[src/rtl/muladd_pkg.sv]
// Shared types and constant helpers for the muladd_acc_pipe DSP slice.
// Saturation limits are built at 64 bits and sliced by each user.
package muladd_pkg;

    typedef enum logic {
        ADD_EXT_C,
        ADD_ACC_Q
    } addend_e;

    typedef struct packed {
        logic [63:0] max;
        logic [63:0] min;
    } sat_lim_t;

    function automatic int prod_width(input int a_w, input int b_w);
        return a_w + b_w;
    endfunction

    function automatic bit widths_ok(input int a_w, input int b_w, input int acc_w);
        return (acc_w >= prod_width(a_w, b_w)) && (acc_w < 64);
    endfunction

    function automatic sat_lim_t sat_limits(input int width, input bit is_signed);
        sat_lim_t lim;
        if (is_signed) begin
            lim.max = (64'd1 << (width - 1)) - 64'd1;
            lim.min = ~64'd0 << (width - 1);
        end else begin
            lim.max = (64'd1 << width) - 64'd1;
            lim.min = 64'd0;
        end
        return lim;
    endfunction

endpackage

[src/rtl/muladd_acc_pipe_if.sv]
// Operand/result bundle of the muladd_acc_pipe slice.
// The master drives operand beats; the slave returns Q and flags.
interface muladd_acc_pipe_if #(
    parameter int A_WIDTH   = 8,
    parameter int B_WIDTH   = 8,
    parameter int ACC_WIDTH = 20
);
    logic                 in_valid;
    logic [A_WIDTH-1:0]   A;
    logic [B_WIDTH-1:0]   B;
    logic [ACC_WIDTH-1:0] C;
    logic                 acc_en;
    logic                 acc_load;
    logic                 out_valid;
    logic [ACC_WIDTH-1:0] Q;
    logic                 ovf;

    modport master (
        output in_valid, A, B, C, acc_en, acc_load,
        input  out_valid, Q, ovf
    );

    modport slave (
        input  in_valid, A, B, C, acc_en, acc_load,
        output out_valid, Q, ovf
    );
endinterface

[src/rtl/muladd_sat_add.sv]
// Combinational W+1 bit adder with overflow detect and wrap/clamp select.
// On signed overflow both operands share a sign, so the product sign picks the limit.
module muladd_sat_add
    import muladd_pkg::*;
#(
    parameter int W        = 20,
    parameter int SIGNED   = 1,
    parameter int SATURATE = 0
) (
    input  logic [W-1:0] prod,
    input  logic [W-1:0] addend,
    output logic [W-1:0] result,
    output logic         ovf
);
    localparam sat_lim_t LIM = sat_limits(W, SIGNED != 0);

    logic [W:0] sum;

    always_comb begin
        sum    = {1'b0, prod} + {1'b0, addend};
        result = sum[W-1:0];
        if (SIGNED != 0) begin
            ovf = (prod[W-1] == addend[W-1]) && (sum[W-1] != prod[W-1]);
        end else begin
            ovf = sum[W];
        end
        if ((SATURATE != 0) && ovf) begin
            if ((SIGNED != 0) && prod[W-1]) begin
                result = LIM.min[W-1:0];
            end else begin
                result = LIM.max[W-1:0];
            end
        end
    end
endmodule

[src/rtl/muladd_acc_pipe.sv]
// Parametrised multiply-add / MAC slice: Q = A*B + (C or Q).
// Optional input register; accumulator and sticky ovf live in the output stage.
module muladd_acc_pipe
    import muladd_pkg::*;
#(
    parameter int A_WIDTH   = 8,
    parameter int B_WIDTH   = 8,
    parameter int ACC_WIDTH = 20,
    parameter int SIGNED    = 1,
    parameter int IN_REG    = 0,
    parameter int SATURATE  = 0
) (
    input  logic             CLK,
    input  logic             clr,
    muladd_acc_pipe_if.slave bus
);
    localparam int PW = prod_width(A_WIDTH, B_WIDTH);

    if (!widths_ok(A_WIDTH, B_WIDTH, ACC_WIDTH)) begin : g_bad_widths
        $error("muladd_acc_pipe: ACC_WIDTH must cover A_WIDTH+B_WIDTH");
    end

    typedef struct packed {
        logic                 vld;
        logic                 acc_en;
        logic                 acc_load;
        logic [A_WIDTH-1:0]   a;
        logic [B_WIDTH-1:0]   b;
        logic [ACC_WIDTH-1:0] c;
    } beat_t;

    beat_t in_beat;
    beat_t ex;

    always_comb begin
        in_beat.vld      = bus.in_valid;
        in_beat.acc_en   = bus.acc_en;
        in_beat.acc_load = bus.acc_load;
        in_beat.a        = bus.A;
        in_beat.b        = bus.B;
        in_beat.c        = bus.C;
    end

    if (IN_REG != 0) begin : g_in_reg
        beat_t st_d;
        beat_t st_q;

        always_comb st_d = in_beat;

        always_ff @(posedge CLK) begin
            if (clr) begin
                st_q <= '0;
            end else begin
                st_q <= st_d;
            end
        end

        assign ex = st_q;
    end else begin : g_no_reg
        assign ex = in_beat;
    end

    logic [PW-1:0]        a_ext;
    logic [PW-1:0]        b_ext;
    logic [PW-1:0]        prod;
    logic [ACC_WIDTH-1:0] prod_ext;
    logic [ACC_WIDTH-1:0] addend;
    logic [ACC_WIDTH-1:0] sum_res;
    logic                 sum_ovf;
    addend_e              sel;

    logic [ACC_WIDTH-1:0] q_d, q_q;
    logic                 ovf_d, ovf_q;
    logic                 vld_d, vld_q;

    // Operands are extended to PW so the truncated product is exact either way.
    always_comb begin
        if (SIGNED != 0) begin
            a_ext    = {{B_WIDTH{ex.a[A_WIDTH-1]}}, ex.a};
            b_ext    = {{A_WIDTH{ex.b[B_WIDTH-1]}}, ex.b};
            prod     = a_ext * b_ext;
            prod_ext = ACC_WIDTH'($signed(prod));
        end else begin
            a_ext    = {{B_WIDTH{1'b0}}, ex.a};
            b_ext    = {{A_WIDTH{1'b0}}, ex.b};
            prod     = a_ext * b_ext;
            prod_ext = ACC_WIDTH'(prod);
        end
        sel = (ex.acc_en && !ex.acc_load) ? ADD_ACC_Q : ADD_EXT_C;
        unique case (sel)
            ADD_ACC_Q: addend = q_q;
            ADD_EXT_C: addend = ex.c;
        endcase
    end

    muladd_sat_add #(
        .W        (ACC_WIDTH),
        .SIGNED   (SIGNED),
        .SATURATE (SATURATE)
    ) u_add (
        .prod   (prod_ext),
        .addend (addend),
        .result (sum_res),
        .ovf    (sum_ovf)
    );

    always_comb begin
        q_d   = q_q;
        ovf_d = ovf_q;
        vld_d = ex.vld;
        if (ex.vld) begin
            q_d = sum_res;
            if (sum_ovf) begin
                ovf_d = 1'b1;
            end else if (!ex.acc_en || ex.acc_load) begin
                ovf_d = 1'b0;
            end
        end
    end

    always_ff @(posedge CLK) begin
        if (clr) begin
            q_q   <= '0;
            ovf_q <= 1'b0;
            vld_q <= 1'b0;
        end else begin
            q_q   <= q_d;
            ovf_q <= ovf_d;
            vld_q <= vld_d;
        end
    end

    assign bus.Q         = q_q;
    assign bus.ovf       = ovf_q;
    assign bus.out_valid = vld_q;
endmodule

[src/flat_wrapper.sv]
// flat-port wrapper written by rule: the top's interface ports become plain ports
module muladd_acc_pipe_flat import muladd_pkg::*;
#(
    parameter int A_WIDTH   = 8,
    parameter int B_WIDTH   = 8,
    parameter int ACC_WIDTH = 20,
    parameter int SIGNED    = 1,
    parameter int IN_REG    = 0,
    parameter int SATURATE  = 0
)
  (CLK, clr, bus_in_valid, bus_A, bus_B, bus_C, bus_acc_en, bus_acc_load, bus_out_valid, bus_Q, bus_ovf);
  muladd_acc_pipe_if #(.A_WIDTH(A_WIDTH), .B_WIDTH(B_WIDTH), .ACC_WIDTH(ACC_WIDTH)) bus_i ();
  input  logic CLK;
  input  logic clr;
  input wire logic [$bits(bus_i.in_valid)-1:0] bus_in_valid;
  input wire logic [$bits(bus_i.A)-1:0] bus_A;
  input wire logic [$bits(bus_i.B)-1:0] bus_B;
  input wire logic [$bits(bus_i.C)-1:0] bus_C;
  input wire logic [$bits(bus_i.acc_en)-1:0] bus_acc_en;
  input wire logic [$bits(bus_i.acc_load)-1:0] bus_acc_load;
  output wire logic [$bits(bus_i.out_valid)-1:0] bus_out_valid;
  output wire logic [$bits(bus_i.Q)-1:0] bus_Q;
  output wire logic [$bits(bus_i.ovf)-1:0] bus_ovf;
  assign bus_i.in_valid = bus_in_valid;
  assign bus_i.A = bus_A;
  assign bus_i.B = bus_B;
  assign bus_i.C = bus_C;
  assign bus_i.acc_en = bus_acc_en;
  assign bus_i.acc_load = bus_acc_load;
  assign bus_out_valid = bus_i.out_valid;
  assign bus_Q = bus_i.Q;
  assign bus_ovf = bus_i.ovf;
  muladd_acc_pipe #(.A_WIDTH(A_WIDTH), .B_WIDTH(B_WIDTH), .ACC_WIDTH(ACC_WIDTH), .SIGNED(SIGNED), .IN_REG(IN_REG), .SATURATE(SATURATE)) u_core (.CLK(CLK), .clr(clr), .bus(bus_i));
endmodule
[config.mk]
export PLATFORM = sky130hd
export DESIGN_NAME = muladd_acc_pipe_flat
export DESIGN_NICKNAME = d
export VERILOG_FILES = /design/src/rtl/muladd_pkg.sv /design/src/rtl/muladd_acc_pipe_if.sv /design/src/rtl/muladd_sat_add.sv /design/src/rtl/muladd_acc_pipe.sv /design/src/flat_wrapper.sv
export SDC_FILE = /design/constraint.sdc
export NUM_CORES = 1
export LEC_CHECK = 0
export ABC_AREA = 0
export CAP_MARGIN = 25
export CORE_MARGIN = 4
export CORE_UTILIZATION = 28
export CTS_CLUSTER_SIZE = 10
export DETAILED_ROUTE_END_ITERATION = 10
export GPL_TIMING_DRIVEN = 0
export SKIP_CTS_REPAIR_TIMING = 1
export SLEW_MARGIN = 30
export SYNTH_ARGS = -nofsm -noshare
export SYNTH_HDL_FRONTEND = slang
export SYNTH_SLANG_ARGS = --single-unit
[constraint.sdc]
create_clock -name CLK -period 6.6 [get_ports CLK]
set_input_delay 1.32 -clock CLK [delete_from_list [all_inputs] [get_ports CLK]]
set_output_delay 1.32 -clock CLK [all_outputs]
set_load 0.1 [all_outputs]
Word level (Yosys, flattened, before mapping)
Cells that the tools add are included.
- add/sub/neg operators: 1
- multipliers: 1
- eq/ne operators: 2
- mux-type cells: 4
- bitwise gates (word level): 1
- reductions and logical operators: 7
- operators by type and width (cell ; count):
    20-bit case mux with 2 select lines ; 1
    20-bit adder ; 1
    8-bit by 8-bit multiplier with 16-bit output ; 1
    1-bit 2-to-1 mux ; 3
    1-bit logical AND ; 2
    1-bit zero test ; 2
    2-bit AND reduction ; 1
    2-bit nonzero test ; 1
    1-bit equality test ; 1
    1-bit logical OR ; 1
    1-bit != test ; 1
    1-bit inverter ; 1
- bits in registers: 22
- output and inout port bits: 22
- word-level logic and storage cells: 19

Depth between registers and ports, before layout
- word-level depth: 10
- mapped depth: 27
- gate-level depth less buffers: 27

Hierarchy
A second synthesis with hierarchy kept.
- cells, all modules: 512
- area, all modules: 4506.8 µm²
- modules (own cells, without submodules) (module ; instances ; cells an instance ; area an instance (µm²)):
    muladd_acc_pipe ; 1 ; 382 ; 3530.9
    muladd_sat_add ; 1 ; 130 ; 975.9

Least setup slack after synthesis
Ideal clock, no wire load.
- path kind: in2reg
- start point: in bus_B[4]
- end point: reg u_core.q_q[19] (netlist: u_core.bus.Q[19])
- arrival: 6777 ps
- data required time: 6514 ps
- slack: -263 ps
- stages on the path: 26
- path buffers: 0
- path through: and2_1 fa_1 inv_1 fa_1 inv_1 fa_1 inv_1 fa_1 inv_1 ha_1 a21oi_1 o21bai_1 a21oi_1 o21bai_1 a21oi_1 mux2i_1 nand3b_1 ha_1 o21ai_0 nand2b_1 and4_2 a21oi_2 o2111ai_1 a41o_1 xnor2_1 a211oi_1
- word-level cells in the longest chain between the ends: 2
- ends and longest elaborated chain (element ; RTL line ; RTL):
    start: declaration ; flat_wrapper.sv:17 ; input wire logic [$bits(bus_i.B)-1:0] bus_B;
    8-bit by 8-bit multiplier with 16-bit output ; muladd_acc_pipe.sv:81 ; prod = a_ext * b_ext;
    20-bit adder ; muladd_sat_add.sv:20 ; sum = {1'b0, prod} + {1'b0, addend};
    end signal: assignment ; muladd_acc_pipe.sv:127 ; q_q <= q_d;
    end: declaration ; muladd_acc_pipe.sv:72 ; logic [ACC_WIDTH-1:0] q_d, q_q;
No other way between the ends.
A chain may end at the register's enable or synchronous reset.

Worst setup path in the final report
- start point: in bus_A[4]
- end point: reg u_core.q_q[19] (netlist: u_core.bus.Q[19])
- word-level cells in the longest chain between the ends: 2
- ends and longest elaborated chain (element ; RTL line ; RTL):
    start: declaration ; flat_wrapper.sv:16 ; input wire logic [$bits(bus_i.A)-1:0] bus_A;
    8-bit by 8-bit multiplier with 16-bit output ; muladd_acc_pipe.sv:81 ;
    20-bit adder ; muladd_sat_add.sv:20 ;
No other way between the ends.

==> run_summary.xml <==
<?xml version="1.0" encoding="UTF-8"?>
<metrics>
  <group name="cts">
    <metric name="tritoncts" unit="">yes</metric>
    <metric name="root_buffer_master" unit="">sky130_fd_sc_hd__clkbuf_16</metric>
    <metric name="cts-htree-levels" unit="">1</metric>
    <metric name="worstSkewPairLatency" unit="ps">260</metric>
    <metric name="cts.sink_count" unit="">22</metric>
    <metric name="clk_pin_slew" unit="ps">60</metric>
    <metric name="cts-buffers-inserted" unit="">3</metric>
    <metric name="number_of_buffers_on_the_longest_clock_path" unit="">2</metric>
  </group>
  <group name="timing">
    <metric name="setup_viol" unit="">2</metric>
    <metric name="layout_setup_ws" unit="ps">-62.48</metric>
    <metric name="unrepaired_setup_endpoints_after_global_routing" unit="">true</metric>
    <metric name="maxSlewViolCount" unit="">0</metric>
    <metric name="timing.hold.ws" unit="ps">502.7</metric>
    <metric name="worst_slew_margin_rel" unit="">0.3380</metric>
    <metric name="final_period_minus_worst_setup_slack" unit="ps">6662</metric>
    <metric name="period_share" unit="">1.009</metric>
    <metric name="fin_skew" unit="ps">4.326</metric>
    <metric name="max_freq" unit="GHz">0.1501</metric>
    <metric name="totalNegativeSetupSlack" unit="ps">-111.9</metric>
    <metric name="final_count_of_hold_timing_violations" unit="">0</metric>
    <metric name="worst-slew-pin-transition" unit="ps">989.9</metric>
  </group>
  <group name="setup_path">
    <metric name="critPathBufInv" unit="">5</metric>
    <metric name="worst-path-max-fanout" unit="">7</metric>
    <metric name="worst_ep_required_time" unit="ps">6770</metric>
    <metric name="worst_r2r_endpoint" unit="">u_core.bus.Q[16]$_SDFFE_PP0P_</metric>
    <metric name="critPathSlowestCell" unit="">sky130_fd_sc_hd__fa_1</metric>
    <metric name="crit-reg2reg-launch" unit="">u_core.bus.Q[0]$_SDFFE_PP0P_</metric>
    <metric name="cpPeakStageDelay" unit="ps">550</metric>
    <metric name="end_kind" unit="">flip-flop</metric>
    <metric name="rr_worst_depth" unit="">11</metric>
    <metric name="worstSetupPathType" unit="">primary input to flip-flop</metric>
    <metric name="path_common_cell" unit="">sky130_fd_sc_hd__fa_1</metric>
    <metric name="setup.reg_to_reg.worst_slack" unit="ps">3490</metric>
    <metric name="cpLargestDelayFamily" unit="">adder cells</metric>
    <metric name="crit_path_start_kind" unit="">primary input</metric>
    <metric name="cp.arrival" unit="ps">6840</metric>
  </group>
  <group name="synth">
    <metric name="dominant_combinational_cell_family_by_area_after_synthesis" unit="">adder cells</metric>
    <metric name="ys_dominant_reg_cell" unit="">sky130_fd_sc_hd__dfxtp_1</metric>
    <metric name="synthTopCellsByCount" unit="">sky130_fd_sc_hd__inv_1 (93), sky130_fd_sc_hd__fa_1 (56), sky130_fd_sc_hd__and2_1 (46), sky130_fd_sc_hd__ha_1 (46), sky130_fd_sc_hd__nor2_1 (32)</metric>
    <metric name="postSynthAreaPerCell" unit="sq um">8.775</metric>
    <metric name="synth_top_area_share" unit="">0.2443</metric>
    <metric name="synth_adder_area_share" unit="">0.3697</metric>
    <metric name="async_reset_ff_frac" unit="">0</metric>
    <metric name="mappedNetlistArea" unit="sq um">4589</metric>
    <metric name="synth_xor_xnor_area_share" unit="">0.06434</metric>
    <metric name="synth.largest_area_cell" unit="">sky130_fd_sc_hd__fa_1</metric>
    <metric name="synth_compound_gate_area_share" unit="">0.1328</metric>
    <metric name="synth_simple_gate_area_share" unit="">0.1718</metric>
    <metric name="syn_nets" unit="">666</metric>
    <metric name="synthMuxAreaShare" unit="">0.08179</metric>
    <metric name="synth-edff-count" unit="">0</metric>
    <metric name="synth_sequential_area_ratio" unit="">0.09597</metric>
    <metric name="post-synth-top-count-cell" unit="">sky130_fd_sc_hd__inv_1</metric>
    <metric name="post_synth_inst_count" unit="">523</metric>
    <metric name="main_area_contributors_after_synthesis" unit="">sky130_fd_sc_hd__fa_1 (24%), sky130_fd_sc_hd__ha_1 (13%), sky130_fd_sc_hd__dfxtp_1 (9.6%)</metric>
    <metric name="post_synth_num_cell_types" unit="">58</metric>
    <metric name="ys_ff_latch" unit="">22</metric>
    <metric name="synthesis.yosys.warnings" unit="">0</metric>
  </group>
  <group name="floorplan">
    <metric name="floorplan.initialDensity" unit="">0.2868</metric>
    <metric name="design.core.area" unit="sq um">16000</metric>
    <metric name="die_h" unit="microns">136.0</metric>
    <metric name="boundaryPins" unit="">63</metric>
    <metric name="rows" unit="">46</metric>
    <metric name="dieArea" unit="sq um">18500</metric>
    <metric name="die_x" unit="microns">136.0</metric>
  </group>
  <group name="drt">
    <metric name="finalWirelength" unit="microns">10950</metric>
    <metric name="via_count" unit="">3830</metric>
    <metric name="detail-route-antenna-nets" unit="">0</metric>
    <metric name="drt-wirelength-per-cell" unit="microns">13.39</metric>
    <metric name="remaining_drc_errors" unit="">0</metric>
    <metric name="firstDrtPassIters" unit="">4</metric>
    <metric name="drt_iter0_drcs" unit="">90</metric>
    <metric name="via_per_inst" unit="">4.682</metric>
  </group>
  <group name="cells_and_area">
    <metric name="number_of_antenna_repair_diodes" unit="">0</metric>
    <metric name="design_area" unit="sq um">5859</metric>
    <metric name="syn_to_final_growth" unit="%">27.67</metric>
    <metric name="num-nets-final" unit="">746</metric>
    <metric name="postLayoutCoreUtil" unit="">0.3662</metric>
    <metric name="fillerInstances" unit="">1655</metric>
    <metric name="ff_latch_area" unit="sq um">440.4</metric>
    <metric name="multi_input_area" unit="sq um">3971</metric>
    <metric name="drive_gt1_frac" unit="">0.1894</metric>
  </group>
  <group name="grt">
    <metric name="routing_layer_with_the_top_usage_in_global_route" unit="">met2</metric>
    <metric name="grt_use_total" unit="">0.1159</metric>
    <metric name="grt_remaining_overflow" unit="">0</metric>
    <metric name="gr-usage-met2" unit="">0.2364</metric>
    <metric name="first_global_vias" unit="">3942</metric>
    <metric name="antenna_found_initial" unit="">0</metric>
    <metric name="m3_gr_usage" unit="">0.01110</metric>
    <metric name="first_pass_grt_wire_length" unit="microns">17970</metric>
    <metric name="grt_start_max_net_pins" unit="">13</metric>
    <metric name="grt.met1_usage" unit="">0.1339</metric>
  </group>
  <group name="worst_hold_path">
    <metric name="worstHoldPathCells" unit="">2</metric>
    <metric name="hold_path.startpoint" unit="">u_core.bus.Q[2]$_SDFFE_PP0P_</metric>
    <metric name="min-delay-path-class" unit="">flip-flop to flip-flop</metric>
    <metric name="holdPathEnd" unit="">u_core.bus.Q[2]$_SDFFE_PP0P_</metric>
  </group>
  <group name="placed_design">
    <metric name="placed_area" unit="sq um">5524</metric>
    <metric name="replace_congestion" unit="">0.8496</metric>
    <metric name="numPortBuffers" unit="">62</metric>
    <metric name="detailedPlacementHpwl" unit="microns">9205</metric>
  </group>
  <group name="status">
    <metric name="violations" unit="">setup timing</metric>
    <metric name="run_status" unit="">finished, violations left</metric>
  </group>
  <group name="run">
    <metric name="drv_cap" unit="">0</metric>
  </group>
</metrics>
## final cells by class
cell class                      count  area share
Clock buffer                        4     0.01516
Inverter                           93     0.05958
Sequential cell                    22     0.07517
Tap cell                          216     0.04612
Multi-Input combinational cell    401      0.6778
Timing Repair Buffer               75      0.1202
Buffer                              7    0.005979
## worst max-delay path by stage
stage / startpoint / endpoint / slack (ps) / cells past startpoint
after floorplan: bus_B[4] / u_core.bus.Q[19]$_SDFFE_PP0P_ / 3 / 25
after global placement: bus_B[7] / u_core.bus.Q[19]$_SDFFE_PP0P_ / -990 / 25
after detailed placement: bus_B[4] / u_core.bus.Q[19]$_SDFFE_PP0P_ / -1130 / 27
after CTS: bus_B[4] / u_core.bus.Q[19]$_SDFFE_PP0P_ / -890 / 27
after global routing: bus_A[0] / u_core.bus.Q[19]$_SDFFE_PP0P_ / -330 / 27
final: bus_A[4] / u_core.bus.Q[19]$_SDFFE_PP0P_ / -60 / 26
## tightest hold or removal path: stages, from the launching register on
cell and delay [ps]:
sky130_fd_sc_hd__dfxtp_1 320, sky130_fd_sc_hd__nor2_1 80, sky130_fd_sc_hd__a211oi_1 50
## kinds of logic (layout without fill, tap and decap cells)
kind of cell	after synthesis	after routing
and+or+nand+nor	145	145
AOI/OAI and AO/OA	87	87
adders and majority gates	102	102
muxes	35	35
buffers and inverters	100	179
xor gates and xnor gates	32	32
DFF	22	22
## per-stage QoR
step	cells	setup slack, ps
6_report	818	-62.48
5_1_grt	818	-328.3
4_1_cts	805	-892.4
3_5_place_dp	801	-1133
3_3_place_gp	801	-988.8
2_1_floorplan	523	2.841
## metal layers
| metal | up-vias | share of wire | wire [microns] |
|---|---|---|---|
| met5 | - | 0 | 0 |
| met4 | 0 | 0.0056 | 61 |
| met3 | 8 | 0.023 | 250 |
| met2 | 39 | 0.57 | 6189 |
| met1 | 1901 | 0.41 | 4447 |
| li1 | 1882 | - | - |
## registers in the layout, indices dropped and copies added (netlist names)
signal                cells
u_core.bus.Q             20
u_core.bus.out_valid      1
u_core.bus.ovf            1
## placed cells by master (no fill, tap or decap), types with 4 or more instances in the layout
cell type                         instances
sky130_fd_sc_hd__nand2b_1                 7
sky130_fd_sc_hd__fa_1                    54
sky130_fd_sc_hd__ha_1                    38
sky130_fd_sc_hd__and2_4                   7
sky130_fd_sc_hd__inv_1                   84
sky130_fd_sc_hd__nor3_1                   6
sky130_fd_sc_hd__inv_2                    9
sky130_fd_sc_hd__o21ai_0                 10
sky130_fd_sc_hd__buf_4                   18
sky130_fd_sc_hd__o31ai_1                  4
sky130_fd_sc_hd__nor2_1                  32
sky130_fd_sc_hd__nor2b_1                  5
sky130_fd_sc_hd__o21a_1                   5
sky130_fd_sc_hd__xor2_1                   6
sky130_fd_sc_hd__dfxtp_1                 22
sky130_fd_sc_hd__a211oi_2                 4
sky130_fd_sc_hd__nand2_1                 23
sky130_fd_sc_hd__ha_4                     7
sky130_fd_sc_hd__a21o_1                   9
sky130_fd_sc_hd__and2_1                  39
sky130_fd_sc_hd__buf_6                    6
sky130_fd_sc_hd__clkdlybuf4s50_1         46
sky130_fd_sc_hd__mux2i_1                 15
sky130_fd_sc_hd__a21oi_1                 16
sky130_fd_sc_hd__o21bai_1                 5
sky130_fd_sc_hd__mux2_2                  20
sky130_fd_sc_hd__a211oi_1                 6
sky130_fd_sc_hd__xnor2_1                 24
Power is not shown: default switching activity piles up to over one toggle a cycle in this logic, so the estimate is an artifact.
